--- config.mk ---
export PLATFORM = sky130hd
export DESIGN_NAME = world_clock_multizone
export DESIGN_NICKNAME = d
export VERILOG_FILES = /design/src/rtl/world_clock_multizone.sv
export SDC_FILE = /design/constraint.sdc
export NUM_CORES = 1
export LEC_CHECK = 0
export BUFFER_PORTS_ARGS = -buffer_cell sky130_fd_sc_hd__buf_2
export CAP_MARGIN = 20
export CORE_UTILIZATION = 47
export CTS_CLUSTER_DIAMETER = 200
export CTS_CLUSTER_SIZE = 16
export DETAILED_ROUTE_END_ITERATION = 8
export GPL_TIMING_DRIVEN = 0
export HOLD_SLACK_MARGIN = 0.12
export PLACE_DENSITY_LB_ADDON = 0.15
export SETUP_SLACK_MARGIN = 0.4
export SKIP_CTS_REPAIR_TIMING = 1
export SLEW_MARGIN = 20
export SYNTH_ARGS = -nofsm -noshare
export SYNTH_HDL_FRONTEND = slang
export SYNTH_SLANG_ARGS = --single-unit
export TNS_END_PERCENT = 1
--- constraint.sdc ---
create_clock -name clk -period 7.75 [get_ports clk]
set_clock_uncertainty 0.05 [all_clocks]
set_input_delay 0.775 -clock clk [delete_from_list [all_inputs] [get_ports clk]]
set_output_delay 0.775 -clock clk [all_outputs]
set_load 0.005 [all_outputs]
--- src/rtl/world_clock_multizone.sv ---
// world_clock_multizone: base UTC clock plus NUM_ZONES minute offsets, registered zone display with hour/midnight pulses.
// Optional 12-hour presentation with pm output under macro WCLK_12H_EN.
module world_clock_multizone #(
  parameter int NUM_ZONES = 4,
  parameter int TICKS_PER_MIN = 60,
  localparam int ZW = (NUM_ZONES < 3) ? 1 : $clog2(NUM_ZONES)
) (
  input  logic          clk,
  input  logic          reset,
  input  logic          tick,
  input  logic          set_en,
  input  logic [4:0]    set_hour,
  input  logic [5:0]    set_min,
  input  logic          cfg_we,
  input  logic [ZW-1:0] cfg_zone,
  input  logic [10:0]   cfg_offset,
  input  logic          zone_next,
  output logic [ZW-1:0] zone_sel,
  output logic [4:0]    hours,
  output logic [5:0]    minutes,
  output logic [1:0]    day_shift,
  output logic          cycle,
`ifdef WCLK_12H_EN
  output logic          pm,
`endif
  output logic          midnight
);
  localparam int SW = (TICKS_PER_MIN < 3) ? 1 : $clog2(TICKS_PER_MIN);
  logic [SW-1:0] sub;
  logic [5:0] bmin;
  logic [4:0] bhour;
  logic signed [10:0] offset [NUM_ZONES];
  logic sub_wrap, hour_wrap, day_wrap, set_ok, cfg_ok, roll_q, mid_q;
  logic [10:0] base_mins, tn;
  logic signed [10:0] off_sel;
  logic signed [12:0] t_raw, t_n;
  logic [4:0] h24, h_out;
  logic [5:0] t_min;
  logic [1:0] ds;
  always_comb begin
    sub_wrap = tick && !set_en && sub == SW'(TICKS_PER_MIN - 1);
    hour_wrap = sub_wrap && bmin == 6'd59;
    day_wrap = hour_wrap && bhour == 5'd23;
    set_ok = set_hour <= 5'd23 && set_min <= 6'd59;
    cfg_ok = cfg_we && {1'b0, cfg_zone} < (ZW + 1)'(NUM_ZONES)
             && $signed(cfg_offset) >= -11'sd720 && $signed(cfg_offset) <= 11'sd840;
    off_sel = offset[zone_sel];
    base_mins = 11'(bhour) * 11'd60 + 11'(bmin);
    t_raw = $signed({2'b00, base_mins}) + $signed({{2{off_sel[10]}}, off_sel});
    t_n = t_raw[12] ? t_raw + 13'sd1440 : (t_raw >= 13'sd1440 ? t_raw - 13'sd1440 : t_raw);
    ds = t_raw[12] ? 2'b11 : (t_raw >= 13'sd1440 ? 2'b01 : 2'b00);
    tn = t_n[10:0];
    h24 = 5'(tn / 11'd60);
    t_min = 6'(tn % 11'd60);
`ifdef WCLK_12H_EN
    h_out = h24 == 5'd0 ? 5'd12 : (h24 > 5'd12 ? h24 - 5'd12 : h24);
`else
    h_out = h24;
`endif
  end
  always_ff @(posedge clk) begin
    if (reset) begin
      sub <= '0;
      bmin <= '0;
      bhour <= '0;
      zone_sel <= '0;
      hours <= '0;
      minutes <= '0;
      day_shift <= '0;
      cycle <= 1'b0;
      midnight <= 1'b0;
      roll_q <= 1'b0;
      mid_q <= 1'b0;
`ifdef WCLK_12H_EN
      pm <= 1'b0;
`endif
      for (int i = 0; i < NUM_ZONES; i++) offset[i] <= '0;
    end else begin
      if (set_en) begin
        if (set_ok) begin
          bhour <= set_hour;
          bmin <= set_min;
          sub <= '0;
        end
      end else if (tick) begin
        sub <= sub_wrap ? '0 : sub + 1'b1;
        if (sub_wrap) bmin <= bmin == 6'd59 ? 6'd0 : bmin + 6'd1;
        if (hour_wrap) bhour <= bhour == 5'd23 ? 5'd0 : bhour + 5'd1;
      end
      if (cfg_ok) offset[cfg_zone] <= cfg_offset;
      if (zone_next) zone_sel <= zone_sel == ZW'(NUM_ZONES - 1) ? '0 : zone_sel + 1'b1;
      // Rollover is flagged one edge early so the pulse lines up with the registered display.
      roll_q <= hour_wrap;
      mid_q <= day_wrap;
      cycle <= roll_q;
      midnight <= mid_q;
      hours <= h_out;
      minutes <= t_min;
      day_shift <= ds;
`ifdef WCLK_12H_EN
      pm <= h24 >= 5'd12;
`endif
    end
  end
endmodule

==> impl_metrics.tcl, run 1 <==
set metrics [dict create \
    outcome "finished clean" \
    core_um2 12700 \
    cpPeakStageDelay_ps 580 \
    final_cell_mix "sky130_fd_sc_hd__buf_2, sky130_fd_sc_hd__nor2_1, sky130_fd_sc_hd__edfxtp_1, sky130_fd_sc_hd__and2_1" \
    yosysWarnings 0 \
    drc 0 \
    final_antenna_net_count 0 \
    crit_arrival_ps 7360 \
    drt_wl_total_um 14500 \
    synth_top_family_by_area "compound AO/OA/AOI/OAI gates" \
    number_of_synthesized_register_bits 82 \
    sequential_cell_area_fraction_in_the_yosys_report 0.340 \
    cts_buffers 9 \
    area_taken_by_multi_input_logic_gates_um2 4050 \
    drt_pass1_iterations 5 \
    timing.critical_path.max_delay_family "adder cells" \
    area_delta_synth_final_pct 19.8 \
    fillCellCount 1110 \
    clock-sinks 82 \
    timing.critical_path.to_type "flip-flop" \
    slew_headroom 0.417 \
    maxClockFrequency_ghz 0.139 \
    drv_slew 0 \
    crit_path_max_fanout 8 \
    htreeDepth 3 \
    rows 41 \
    top_level_ports 47 \
    synth.mux.area_fraction 0.0505 \
    grt_start_max_net_pins 17 \
    period_minus_slack_ps 7170 \
    finalWeightedCongestion 0.893 \
    critical-path-top-cell-by-count "sky130_fd_sc_hd__fa_1" \
    timing_hold_violations_final 0 \
    route.detailed.wl_per_inst_um 16.5 \
    cts_tree "done" \
    dominantRegCellSynth "sky130_fd_sc_hd__edfxtp_1" \
    min_period_over_period 0.925 \
    synth_edf_count 44 \
    antenna-diode-count 0 \
    antenna_violations_before_repair 0 \
    track_usage 0.221 \
    critical_path.startpoint_type "flip-flop" \
    setup-tns-final_ps 0 \
    synth-xor-area-share 0.0511 \
    clock-root-buffer "sky130_fd_sc_hd__clkbuf_16" \
    min_path_type "reg -> reg" \
    die_boundary_width_um 116 \
    synth-async-reset-ratio 0 \
    setup.worst_path.class "reg -> reg" \
    detailedRoute.firstIterationViolations 348 \
    cpMaxStageDelayCell "sky130_fd_sc_hd__fa_1" \
    worst_max_slew_pin_slew_ps 874 \
    rsz_0062_raised_after_global_routing "no" \
    synth_compound_area_frac 0.209 \
    grt_pass1_wl_um 23000 \
    final_layout_size_suffix_gt1_frac 0.249 \
    synthCells 628 \
    post_synth_fa_ha_maj_area_fraction 0.105 \
    simple_gate_share_of_the_synthesized_area 0.198 \
    regArea_um2 2090 \
    drv_cap 0 \
    layout_commonest_cell "sky130_fd_sc_hd__buf_2" \
    finalSetupViolCount 0 \
    post-synth-top-area-fraction 0.216 \
    postSynthNetCount 703 \
    dr_total_vias 5132 \
    initial_utilization 0.483 \
    number_of_global_route_vias_before_repair 4821 \
    finish.net_count 780 \
    post_synth_main_area_contributors "sky130_fd_sc_hd__edfxtp_1, sky130_fd_sc_hd__dfxtp_1, sky130_fd_sc_hd__ha_1" \
    clock_tree.buffer_depth 2 \
    clkSlewWorstSetupHoldPaths_ps 60 \
    place.detailed.hpwl_um 10700 \
    worst-path-buf-inv 3 \
    syn-mean-instance-area_um2 9.75 \
    floorplan.die_area_um2 13500 \
    vias_per_cell 5.82 \
    crit_required_ps 7940 \
    synth.lib_cells_used.distinct 93 \
    gr-total-overflow 0 \
    clkLatencyLatePin_ps 350 \
    die_h_um 116 \
    io_buffers 45 \
    synth.cell_area_um2 6120 \
    finish.utilization 0.579 \
    synth.largest_area_cell "sky130_fd_sc_hd__edfxtp_1" \
]
[state kept, by name, indices dropped and copies added (netlist names), named ones only]
register	cells
offset	44
bmin	6
minutes	6
sub	6
bhour	5
hours	5
day_shift	2
zone_sel	2
cycle	1
mid_q	1
midnight	1
roll_q	1
[kinds of logic after synthesis]
| group | after synthesis |
|---|---|
| xor gates and xnor gates | 31 |
| muxes | 17 |
| AOI/OAI and AO/OA | 169 |
| adders and majority gates | 46 |
| buffers and inverters | 65 |
| DFF | 82 |
| and+or+nand+nor | 218 |
[synth_stat cells (11+ instances only)]
| cell type | n |
|---|---|
| sky130_fd_sc_hd__a211oi_1 | 11 |
| sky130_fd_sc_hd__nand2_1 | 33 |
| sky130_fd_sc_hd__inv_1 | 34 |
| sky130_fd_sc_hd__edfxtp_1 | 44 |
| sky130_fd_sc_hd__and3_1 | 19 |
| sky130_fd_sc_hd__nor2_1 | 47 |
| sky130_fd_sc_hd__and2_1 | 37 |
| sky130_fd_sc_hd__o21ai_0 | 21 |
| sky130_fd_sc_hd__nor3_1 | 11 |
| sky130_fd_sc_hd__clkbuf_1 | 16 |
| sky130_fd_sc_hd__a22oi_1 | 14 |
| sky130_fd_sc_hd__a21oi_1 | 30 |
| sky130_fd_sc_hd__ha_1 | 36 |
| sky130_fd_sc_hd__dfxtp_1 | 38 |
| sky130_fd_sc_hd__xnor2_1 | 19 |
| sky130_fd_sc_hd__nand3_1 | 15 |
| sky130_fd_sc_hd__mux4_2 | 11 |
[routing by layer]
| metal | wire (µm) | vias to the layer above | global-route usage |
|---|---|---|---|
| met5 | 0 | - | 0 |
| met2 | 7180 | 123 | 0.376 |
| met3 | 528 | 29 | 0.0431 |
| met4 | 417 | 0 | 0.102 |
| li1 | - | 2505 | - |
| met1 | 6390 | 2475 | 0.272 |
[area by class of cell]
class                   instances  share of cell area
plain buffers                  28              0.0198
clock buffers                   9              0.0307
inverters                      37              0.0206
multi-input cells             481               0.551
well taps                     172              0.0293
flip-flops and latches         82               0.285
clock inverters                 7              0.0114
repair buffers                 66              0.0518
[final timing paths]
check,startpoint,end,slack [ps],depth (start not counted)
hold reg to reg,mid_q,midnight,390,1
setup reg to reg,bhour[0],minutes[4],580,27
hold / removal,mid_q,midnight,390,1
setup / recovery,bhour[0],minutes[4],580,27
[per-stage QoR]
step | instance area [µm²] | std cells | hold WS [ps] | setup WS (ps)
6_report | 7340 | 882 | 393 | 577
2_1_floorplan | 6120 | 628 | 364 | 935
3_5_place_dp | 6560 | 845 | 380 | 36.1
4_1_cts | 6870 | 861 | 396 | 10.1
5_1_grt | 7340 | 882 | 422 | 333
3_3_place_gp | 6560 | 845 | 375 | 154
Power of run 1 is not shown: default switching activity piles up to over one toggle a cycle in this logic, so the estimate is an artifact.
==> run 2, diff against run 1 <==
--- a/config.mk
+++ b/config.mk
@@ -7,7 +7,10 @@
 export LEC_CHECK = 0
 export BUFFER_PORTS_ARGS = -buffer_cell sky130_fd_sc_hd__buf_2
 export CAP_MARGIN = 20
-export CORE_UTILIZATION = 47
+export CELL_PAD_IN_SITES_DETAIL_PLACEMENT = 1
+export CELL_PAD_IN_SITES_GLOBAL_PLACEMENT = 2
+export CORE_UTILIZATION = 40
+export CTS_BUF_LIST = sky130_fd_sc_hd__clkbuf_4
 export CTS_CLUSTER_DIAMETER = 200
 export CTS_CLUSTER_SIZE = 16
 export DETAILED_ROUTE_END_ITERATION = 8
==> impl_metrics.tcl, run 2 (synthesis gave the netlist of run 1 again) <==
set metrics [dict create \
    floorplan.die_area_um2 15800 \
    fillCellCount 1700 \
    gr-total-overflow 0 \
    final_layout_size_suffix_gt1_frac 0.252 \
    clkLatencyLatePin_ps 470 \
    final_cell_mix "sky130_fd_sc_hd__buf_2, sky130_fd_sc_hd__nor2_1, sky130_fd_sc_hd__edfxtp_1, sky130_fd_sc_hd__and2_1, sky130_fd_sc_hd__dfxtp_1" \
    track_usage 0.210 \
    largest_register_ff_count 44 \
    crit_path_max_fanout 10 \
    grt_pass1_wl_um 26200 \
    detailedRoute.firstIterationViolations 226 \
    grt_start_max_net_pins 17 \
    die_h_um 126 \
    vias_per_cell 5.74 \
    drt_pass1_iterations 4 \
    drv_cap 0 \
    rsz_0062_raised_after_global_routing "yes" \
    finalSetupViolCount 0 \
    antenna-diode-count 0 \
    clock-sinks 82 \
    max_flop_register "offset" \
    cts_tree "done" \
    min_path_type "reg -> reg" \
    place.detailed.hpwl_um 12400 \
    min_period_over_period 0.945 \
    die_boundary_width_um 126 \
    antenna_violations_before_repair 0 \
    setup.worst_path.class "reg -> reg" \
    number_of_global_route_vias_before_repair 5094 \
    outcome "finished clean" \
    post-place-cells 857 \
    clkSlewWorstSetupHoldPaths_ps 150 \
    maxClockFrequency_ghz 0.137 \
    rows 44 \
    core_um2 14800 \
    fin_cells 890 \
    route.detailed.wl_per_inst_um 18.6 \
    clock-root-buffer "sky130_fd_sc_hd__clkbuf_4" \
    slew_headroom 0.404 \
    critical_path.startpoint_type "flip-flop" \
    io_buffers 45 \
    timing.critical_path.to_type "flip-flop" \
    drc 0 \
    area_delta_synth_final_pct 16.2 \
    clock_tree.buffer_depth 2 \
    timing_hold_violations_final 0 \
    dr_total_vias 5106 \
    finalWeightedCongestion 0.811 \
    crit_required_ps 8080 \
    cpMaxStageDelayCell "sky130_fd_sc_hd__fa_1" \
    initial_utilization 0.415 \
    layout_commonest_cell "sky130_fd_sc_hd__buf_2" \
    crit_arrival_ps 7650 \
    cpPeakStageDelay_ps 570 \
    final_antenna_net_count 0 \
    drv_slew 0 \
    drt_wl_total_um 16600 \
    worst_max_slew_pin_slew_ps 894 \
    cts_buffers 9 \
    setup-tns-final_ps 0 \
    top_level_ports 47 \
    finish.net_count 776 \
    period_minus_slack_ps 7320 \
    htreeDepth 3 \
]
run 2: cell types whose count changed in the layout (fill, tap and decap cells not counted), moves of 3 or more:
cell,change
sky130_fd_sc_hd__buf_4,-3
sky130_fd_sc_hd__clkbuf_16,-9
sky130_fd_sc_hd__clkbuf_4,+9
sky130_fd_sc_hd__clkinvlp_4,+3
sky130_fd_sc_hd__nand2_2,+3
run 2: per-layer routing:
metal | up-vias | part of all wire | GRT usage
met5 | - | 0 | 0
met4 | 0 | 0.016 | 0.0674
met3 | 18 | 0.018 | 0.0340
met2 | 65 | 0.51 | 0.366
met1 | 2537 | 0.45 | 0.266
li1 | 2486 | - | -
run 2: stage by stage:
stage	util	area, µm²	hold WS (ps)	worst slack (ps)
after global routing	0.482	7120	424	171
final	0.482	7120	416	429
after CTS	0.454	6700	417	-218
after global placement	0.446	6580	380	36.8
after floorplan	-	6120	364	935
after detailed placement	0.446	6580	401	-162
run 2: area by class of cell:
class / count / area (µm²) / area share
Multi-Input combinational cell: 481 / 4020 / 0.564
Buffer: 28 / 145 / 0.0204
Tap cell: 184 / 230 / 0.0323
Clock inverter: 7 / 57.6 / 0.00809
Sequential cell: 82 / 2090 / 0.294
Timing Repair Buffer: 62 / 350 / 0.0492
Inverter: 37 / 155 / 0.0218
Clock buffer: 9 / 67.6 / 0.00949
run 2: critical path, delay by kind of cell, from the launching register on:
kind	cells	cell delay, ps
adder cells (fa/ha/maj)	6	2450
AO/OA/AOI/OAI	8	2010
AND/OR/NAND/NOR	8	1420
flip-flops	1	410
buffers and inverters	4	490
XOR/XNOR	2	380
run 2: worst paths after layout:
check             startpoint    endpoint  slack, ps  cells after the start
setup / recovery    bhour[2]  minutes[2]        430                     28
setup reg to reg    bhour[2]  minutes[2]        430                     28
hold / removal        roll_q       cycle        420                      1
hold reg to reg       roll_q       cycle        420                      1
Power of run 2 is left out for the same reason.
